===== config.mk =====
export PLATFORM = sky130hd
export DESIGN_NAME = rs_wide
export DESIGN_NICKNAME = d
export VERILOG_FILES = /design/src/rtl/rs_wide.sv
export SDC_FILE = /design/constraint.sdc
export NUM_CORES = 2
export LEC_CHECK = 0
export CAP_MARGIN = 20
export CELL_PAD_IN_SITES_DETAIL_PLACEMENT = 0
export CELL_PAD_IN_SITES_GLOBAL_PLACEMENT = 1
export CORE_MARGIN = 3
export CORE_UTILIZATION = 41
export CTS_CLUSTER_DIAMETER = 150
export DETAILED_ROUTE_END_ITERATION = 10
export DONT_BUFFER_PORTS = 1
export GPL_ROUTABILITY_DRIVEN = 0
export MAX_ROUTING_LAYER = met4
export PLACE_DENSITY = 0.76
export SLEW_MARGIN = 15
export SYNTH_ARGS = -nofsm -noshare
export SYNTH_HDL_FRONTEND = slang
export SYNTH_SLANG_ARGS = --single-unit

===== constraint.sdc =====
create_clock -name clk -period 29.4 [get_ports clk]
set_clock_uncertainty 0.05 [all_clocks]
set_input_delay 2.94 -clock clk [delete_from_list [all_inputs] [get_ports clk]]
set_output_delay 2.94 -clock clk [all_outputs]
set_load 0.02 [all_outputs]

===== src/rtl/rs_wide.sv =====
// rs_wide: per-FU partitioned reservation station with multi-lane dispatch, CDB wakeup, oldest-first issue.
// Build option RS_WB_BYPASS_EN: same-cycle writeback sets ready bits on lanes being dispatched.

package rs_wide_pkg;
    localparam int unsigned FU_NUM  = 2;
    localparam int unsigned FU_W    = (FU_NUM > 1) ? $clog2(FU_NUM) : 1;
    localparam int unsigned PHYS_W  = 6;
    localparam int unsigned ROB_W   = 5;
    localparam int unsigned EPOCH_W = 2;

    localparam logic [FU_W-1:0] FU_ALU = FU_W'(0);
    localparam logic [FU_W-1:0] FU_LSU = FU_W'(1);

    typedef enum logic [1:0] {UcAlu, UcMul, UcLoad, UcStore} uop_class_e;

    typedef struct packed {
        uop_class_e uop_class;
        logic [7:0] imm;
    } bundle_t;

    typedef struct packed {
        bundle_t              bundle;
        logic                 uses_rs1;
        logic                 uses_rs2;
        logic                 rdy1;
        logic                 rdy2;
        logic [PHYS_W-1:0]    prs1;
        logic [PHYS_W-1:0]    prs2;
        logic [PHYS_W-1:0]    pd;
        logic [ROB_W-1:0]     rob_idx;
        logic [EPOCH_W-1:0]   epoch;
    } rs_uop_t;

    function automatic logic [FU_W-1:0] uop_to_fu(uop_class_e c);
        logic [FU_W-1:0] fu;
        unique case (c)
            UcAlu, UcMul:    fu = FU_ALU;
            UcLoad, UcStore: fu = FU_LSU;
            default:         fu = FU_ALU;
        endcase
        return fu;
    endfunction
endpackage

module rs_wide
    import rs_wide_pkg::*;
#(
    parameter int unsigned RS_SIZE   = 16,
    parameter int unsigned DISP_W    = 2,
    parameter int unsigned WB_PORTS  = 2,
    localparam int unsigned RS_PER_FU = (RS_SIZE + FU_NUM - 1) / FU_NUM,
    localparam int unsigned CNT_W     = $clog2(RS_PER_FU + 1),
    localparam int unsigned IDX_W     = (RS_PER_FU > 1) ? $clog2(RS_PER_FU) : 1
) (
    input  logic                               clk,
    input  logic                               rst_n,
    input  logic [DISP_W-1:0]                  disp_valid,
    output logic                               disp_ready,
    input  rs_uop_t [DISP_W-1:0]               disp_uop,
    input  logic [WB_PORTS-1:0]                wb_valid,
    input  logic [WB_PORTS-1:0][PHYS_W-1:0]    wb_pd,
    output logic [FU_NUM-1:0]                  issue_valid,
    input  logic [FU_NUM-1:0]                  issue_ready,
    output rs_uop_t [FU_NUM-1:0]               issue_uop,
    input  logic                               flush_valid,
    input  logic                               recover_valid,
    input  logic [ROB_W-1:0]                   recover_rob_idx,
    input  logic [EPOCH_W-1:0]                 recover_epoch,
    output logic                               busy,
    output logic [FU_NUM-1:0][CNT_W-1:0]       free_cnt
);

    localparam logic [CNT_W-1:0] FULL_CNT = CNT_W'(RS_PER_FU);

    logic [FU_NUM-1:0][RS_PER_FU-1:0] valid_q, valid_d;
    rs_uop_t                          entry_q [FU_NUM][RS_PER_FU];
    rs_uop_t                          entry_d [FU_NUM][RS_PER_FU];
    logic [FU_NUM-1:0][CNT_W-1:0]     free_cnt_q, free_d;
    logic [FU_NUM-1:0]                sel_found;
    logic [FU_NUM-1:0][IDX_W-1:0]     sel_idx;
    logic                             squash;

    assign squash   = flush_valid | recover_valid;
    assign busy     = |valid_q;
    assign free_cnt = free_cnt_q;

    function automatic logic is_ready(rs_uop_t u);
        return (!u.uses_rs1 || u.rdy1) && (!u.uses_rs2 || u.rdy2);
    endfunction

    function automatic logic is_older(rs_uop_t a, rs_uop_t b);
        return (a.epoch < b.epoch) || ((a.epoch == b.epoch) && (a.rob_idx < b.rob_idx));
    endfunction

    // Oldest ready entry per partition, chosen purely from registered state.
    always_comb begin
        sel_found = '0;
        sel_idx   = '0;
        for (int f = 0; f < FU_NUM; f++) begin
            for (int i = 0; i < RS_PER_FU; i++) begin
                if (valid_q[f][i] && is_ready(entry_q[f][i]) &&
                    (!sel_found[f] || is_older(entry_q[f][i], entry_q[f][sel_idx[f]]))) begin
                    sel_found[f] = 1'b1;
                    sel_idx[f]   = IDX_W'(i);
                end
            end
        end
    end

    always_comb begin
        issue_valid = '0;
        issue_uop   = '0;
        for (int f = 0; f < FU_NUM; f++) begin
            issue_valid[f] = sel_found[f] & ~squash;
            issue_uop[f]   = entry_q[f][sel_idx[f]];
        end
    end

    // Whole group is accepted only if every partition can absorb its lanes.
    always_comb begin
        int unsigned need;
        need       = 0;
        disp_ready = ~squash;
        for (int f = 0; f < FU_NUM; f++) begin
            need = 0;
            for (int l = 0; l < DISP_W; l++) begin
                if (disp_valid[l] && (uop_to_fu(disp_uop[l].bundle.uop_class) == FU_W'(f))) begin
                    need = need + 1;
                end
            end
            if (need > 32'(free_cnt_q[f])) begin
                disp_ready = 1'b0;
            end
        end
    end

    always_comb begin
        logic [FU_NUM-1:0][RS_PER_FU-1:0] taken;
        logic                             placed;
        rs_uop_t                          lane_uop;
        valid_d  = valid_q;
        entry_d  = entry_q;
        taken    = valid_q;
        placed   = 1'b0;
        lane_uop = '0;
        free_d   = '0;
        if (flush_valid) begin
            valid_d = '0;
        end else begin
            for (int f = 0; f < FU_NUM; f++) begin
                for (int i = 0; i < RS_PER_FU; i++) begin
                    for (int p = 0; p < WB_PORTS; p++) begin
                        if (valid_q[f][i] && wb_valid[p]) begin
                            if (entry_q[f][i].uses_rs1 && (entry_q[f][i].prs1 == wb_pd[p])) begin
                                entry_d[f][i].rdy1 = 1'b1;
                            end
                            if (entry_q[f][i].uses_rs2 && (entry_q[f][i].prs2 == wb_pd[p])) begin
                                entry_d[f][i].rdy2 = 1'b1;
                            end
                        end
                    end
                    if (recover_valid && valid_q[f][i] &&
                        ((entry_q[f][i].epoch > recover_epoch) ||
                         ((entry_q[f][i].epoch == recover_epoch) &&
                          (entry_q[f][i].rob_idx > recover_rob_idx)))) begin
                        valid_d[f][i] = 1'b0;
                    end
                end
                if (issue_valid[f] && issue_ready[f]) begin
                    valid_d[f][sel_idx[f]] = 1'b0;
                end
            end
            if (disp_ready) begin
                for (int l = 0; l < DISP_W; l++) begin
                    lane_uop = disp_uop[l];
`ifdef RS_WB_BYPASS_EN
                    for (int p = 0; p < WB_PORTS; p++) begin
                        if (wb_valid[p] && (lane_uop.prs1 == wb_pd[p])) lane_uop.rdy1 = 1'b1;
                        if (wb_valid[p] && (lane_uop.prs2 == wb_pd[p])) lane_uop.rdy2 = 1'b1;
                    end
`endif
                    placed = 1'b0;
                    for (int f = 0; f < FU_NUM; f++) begin
                        for (int i = 0; i < RS_PER_FU; i++) begin
                            if (disp_valid[l] && !placed && !taken[f][i] &&
                                (uop_to_fu(lane_uop.bundle.uop_class) == FU_W'(f))) begin
                                taken[f][i]   = 1'b1;
                                placed        = 1'b1;
                                valid_d[f][i] = 1'b1;
                                entry_d[f][i] = lane_uop;
                            end
                        end
                    end
                end
            end
        end
        for (int f = 0; f < FU_NUM; f++) begin
            for (int i = 0; i < RS_PER_FU; i++) begin
                free_d[f] = free_d[f] + CNT_W'(~valid_d[f][i]);
            end
        end
    end

    always_ff @(posedge clk or negedge rst_n) begin
        if (!rst_n) begin
            valid_q    <= '0;
            free_cnt_q <= {FU_NUM{FULL_CNT}};
        end else begin
            valid_q    <= valid_d;
            free_cnt_q <= free_d;
        end
    end

    // Payloads are qualified by valid_q, so they carry no reset.
    always_ff @(posedge clk) begin
        entry_q <= entry_d;
    end

endmodule

* After elaboration in Yosys (flattened, before gate mapping)
Index checks and enable logic that the tools add are counted.
** Word-level totals
- Flip-flop bits (word level) :: 648
- Bits in latches :: 0
- RAM bits :: 0
- Memory bits (read-only) :: 0
- Output and inout port bits :: 90
- Word-level logic and storage cells :: 1371
- Memories :: 0
** Cells by class
- Add/sub/neg operators :: 16
- $mul :: 0
- Div/mod/pow operators :: 0
- Magnitude comparators :: 80
- Equality and inequality tests :: 100
- Shift operators :: 0
- Muxes and demuxes :: 423
- Bitwise logic cells :: 43
- Reductions and logical operators :: 529
** Operator list (count)
- 39-bit binary-select mux with 3-bit select :: 14
- 39-bit two-way mux :: 36
- 612-bit two-way mux :: 1
- 6-bit == test :: 64
- 1-bit logical AND :: 306
- 1-bit two-way mux :: 294
- 7-bit two-way mux :: 24
- 1-bit logical NOT :: 108
- 5-bit > comparator :: 16
- 1-bit logical OR :: 76
- 2-bit two-way mux :: 36
- 5-bit less-than comparator :: 14
- 1-bit inverter with 4-bit output :: 17
- 32-bit by 1-bit adder with 32-bit output (second input constant) :: 2
- 32-bit by 4-bit > comparator with 1-bit output :: 2
- 32-bit two-way mux :: 2
- 2-bit == test :: 30
- 4-bit adder :: 14
- 4-bit >= comparator (second input constant) :: 14
- 3-bit AND reduction :: 16
- 3-bit inverter with 4-bit output :: 11
- 2-bit > comparator :: 16
- 16-bit two-way mux :: 2
- 2-bit nonzero test :: 16
- 18 further kinds :: 60

* Logic depth before layout (Yosys ltp)
- Word-level depth :: 137
- Mapped depth :: 89
- Depth with buffers taken out :: 80

* Worst setup path after synthesis
Ideal clock, no wire load.
- Kind :: reg2out
- From :: reg entry_q[235] in the netlist's numbering
- To :: out issue_uop[39] in the netlist's numbering
- Data arrival time :: 14.742 ns
- Setup slack :: 11.668 ns
- Stages on the path, launching flop included :: 73
- Path buffers :: 7
- Cell sequence :: edfxtp_1 -> ha_1 -> nor2b_1 -> o2111ai_1 -> o21ai_1 -> nor2_1 -> mux2i_1 -> ha_1 -> nand2b_1 -> a211o_1 -> a221oi_1 -> o211ai_1 -> nand3_1 -> clkbuf_1 -> nor2_1 -> a21oi_1 -> inv_1 -> ha_1 -> [37 not listed] -> a31o_2 -> o41ai_4 -> buf_2 -> clkbuf_1 -> nor2_1 -> o2bb2ai_1 -> ha_1 -> a21o_1 -> a21o_1 -> a211oi_1 -> nand2_1 -> o21ai_0 -> nand2b_1 -> o22ai_1 -> and4_1 -> clkbuf_1 -> buf_2 -> a2111o_1
** RTL lines
- start: declaration :: line 76 : rs_uop_t entry_q [FU_NUM][RS_PER_FU];
- start signal: assignment :: line 216 : entry_q <= entry_d;
- end: declaration :: line 64 : output rs_uop_t [FU_NUM-1:0] issue_uop,

==> qor.txt <==
Outcome: complete, no violations
Crit-path max cell delay: 860 ps
Post-synth top flop: edfxtp_1
Hold Slack: 597 ps
Crit path capture type: output pin
Post-synthesis async set-or-reset flop share: 3.70%
Synth warnings: 0
LEAKAGE: 17.5 nW
Post-CTS setup buffers: 0
RR Endpoint: free_cnt[2]
Initial core utilization: 41.6%
Worst reg2reg setup slack: 8710 ps
CTS tree: done
Yosys reg bits: 648
Clk sinks: 648
Worst hold path type: flop to flop
Synth Area in XOR/XNOR: 7.75%
Fin area: 48200 um2
Post-route ant nets: 0
HP Start: entry_q[260]
Maximum fanout count along the critical path: 85
Buffers & Inverters on Critical Path: 5
Worst reg2reg path startpoint: entry_q[588]
I/O pin count: 197
Crit start category: flop
Power Density: 46.4 nW/um2
Crit path max-delay family: compound AO/OA/AOI/OAI gates
Hold EP: entry_q[260]
Placed wire-length estimate: 122000 um
Max Freq: 46.2 MHz
First-pass GRT wire length: 251000 um
Vias: 37000
Worst-Margin Slew: 1130 ps
DRT Pass-1 Iters: 6
Final worst-path cycle share: 73.7%
Final core occ: 44.8%
Routed wire length: 174000 um
Post-synthesis mux area share: 3.31%
Hold Vio Cnt, Final: 0
WL/cell: 31.7 um
Post-synth cell types: 94
Drt drc: 0
Worst rel slew slack: 24.4%
Total negative slack: 0 ps
Sequential cell area fraction in the yosys report: 43.2%
Hold Crit Depth: 2
Worst-skew pair later-pin latency: 660 ps
Core Area: 108000 um2
Critical Path AT: 18680 ps
PostCTS Resize Cnt: 0
Share of layout cells above drive strength 1: 7.64%
EDFF count, synth: 624
Die area: 113000 um2
Final WS setup: 7730 ps
CP Class: flop to output pin
Final setup vio count: 0
Die height: 336 um
Synth Area in Adders: 6.26%
Placed cell area: 45700 um2
DR iter-0 viols: 4374
Root buffer cell: clkbuf_16
Gr usage total: 30.9%
CP max-delay cell: and2_2
Complex-gate fraction of the synthesized area: 24.0%
RSZ-0062 raised after global routing: no
Mapped Avg Cell Area: 10.4 um2
Largest family of logic cells by synthesized area: compound AO/OA/AOI/OAI gates
Chip width: 336 um
# rows: 120
Initial antenna violation count: 10
CTS max path bufs: 3
CP dominant cell by count: a21oi_1
Pre-CTS WS: 8330 ps
Final Max Slew Viols: 0
Tmin final: 21670 ps
Post-synthesis simple-gate area fraction: 10.3%
R2R depth: 76
VDD IR max: 0.0000478 V
Final #Nets: 4346
Total gr overflow: 0
Syn-to-layout area delta: 7.76%
Hold-fix buffers, CTS: 0
CTS buffer count: 76
Vias in the first global route: 35600
Max-cap violation count: 0
Total number of H-tree levels: 3
Largest net degree at the start of global routing: 86
Syn Inst Count: 4321
IO buf count: 0
Clock-pin slew on the worst setup and hold paths: 60 ps
CP required: 26410 ps
Mapped cell area: 44700 um2
Via density: 6.72
-- routing by layer --
metal,global-route usage [%],part of all wire (%),up-vias
met4,15.2,5.6,0
met3,7.19,10,456
li1,-,-,16000
met1,38.2,38,18300
met2,47.6,46,2198
met5,-,0,-
-- logic make-up after synthesis --
family,after synthesis
AOI/OAI and AO/OA,1395
buffers and inverters,602
xor gates and xnor gates,396
muxes,141
other,1
adders and majority gates,220
and+or+nand+nor,918
DFF,648
-- synthesized netlist by cell type, drive strengths merged (64+ instances only) --
master    n  share of area, %
inv     141               1.2
ha      208               5.8
nand4    73               1.0
mux2i    87               1.9
xnor2   219               4.3
nor2     93              0.78
nand2   310               2.6
clkbuf  302               2.5
edfxtp  624                42
xor2    177               3.5
a21oi   171               1.9
nor4     64              0.94
buf     157               1.5
nand3   150               1.7
o21ai   145               1.6
a22o    601                12
-- power by group --
| group | switching (mW) | total [mW] | internal (mW) |
|---|---|---|---|
| sequential | 0.0171 | 1.04 | 1.02 |
| clock | 0.411 | 0.974 | 0.563 |
| combinational | 0.141 | 0.227 | 0.0865 |
-- cell usage in the layout, fill, tap and decap left out, types with 38 or more instances in the layout --
cell type / synthesis / final
edfxtp_1: 624 / 624
a221oi_1: 39 / 39
xor2_1: 177 / 177
clkbuf_16: 0 / 76
xnor2_1: 219 / 219
a21oi_1: 171 / 168
nor2_1: 93 / 78
nand4_1: 73 / 73
a22o_1: 601 / 601
nand2b_1: 39 / 38
nand3_1: 149 / 148
buf_4: 2 / 74
ha_1: 208 / 208
o211ai_1: 48 / 48
inv_1: 140 / 137
nor4_1: 61 / 60
o21ai_0: 137 / 137
o22ai_1: 58 / 58
mux2i_1: 87 / 87
nand2_1: 309 / 309
-- worst max path at each step --
stage | startpoint | endpoint | slack (ps) | cells after the start
6_report | entry_q[588] | issue_uop[5] | 7730 | 69
3_3_place_gp | entry_q[549] | issue_uop[5] | 8430 | 67
3_5_place_dp | entry_q[550] | issue_uop[5] | 8330 | 69
4_1_cts | valid_q[1] | issue_uop[5] | 7640 | 68
5_1_grt | entry_q[588] | issue_uop[5] | 6250 | 69
2_1_floorplan | entry_q[235] | issue_uop[39] | 11670 | 72
-- final cells by class --
type | count | area, um2
Fill cell | 9927 | 59400
Inverter | 143 | 537
Antenna cell | 8 | 20.0
Timing Repair Buffer | 76 | 581
Sequential cell | 648 | 19300
Clock inverter | 44 | 509
Multi-Input combinational cell | 3078 | 23500
Clock buffer | 97 | 2020
Tap cell | 1403 | 1760
-- state kept, by name (all words and copies together), names as in the netlist --
register,flops
free_cnt,8
valid_q,16
entry_q,624
-- worst register-to-register path, delay by kind of cell, from the launching register on --
family	cells	cell delay (ps)
AOI/OAI and AO/OA	37	9010
xor gates and xnor gates	1	130
adders and majority gates	12	4020
buffers and inverters	6	1400
DFF	1	440
muxes	1	460
and+or+nand+nor	19	5100
-- per-stage QoR --
step	total power, mW	cells
after floorplan	1.24	4328
after global placement	1.28	5346
after detailed placement	1.28	5348
after CTS	2.24	5489
after global routing	2.30	5497
final	2.24	5497
(Power assumes the default switching activity.)
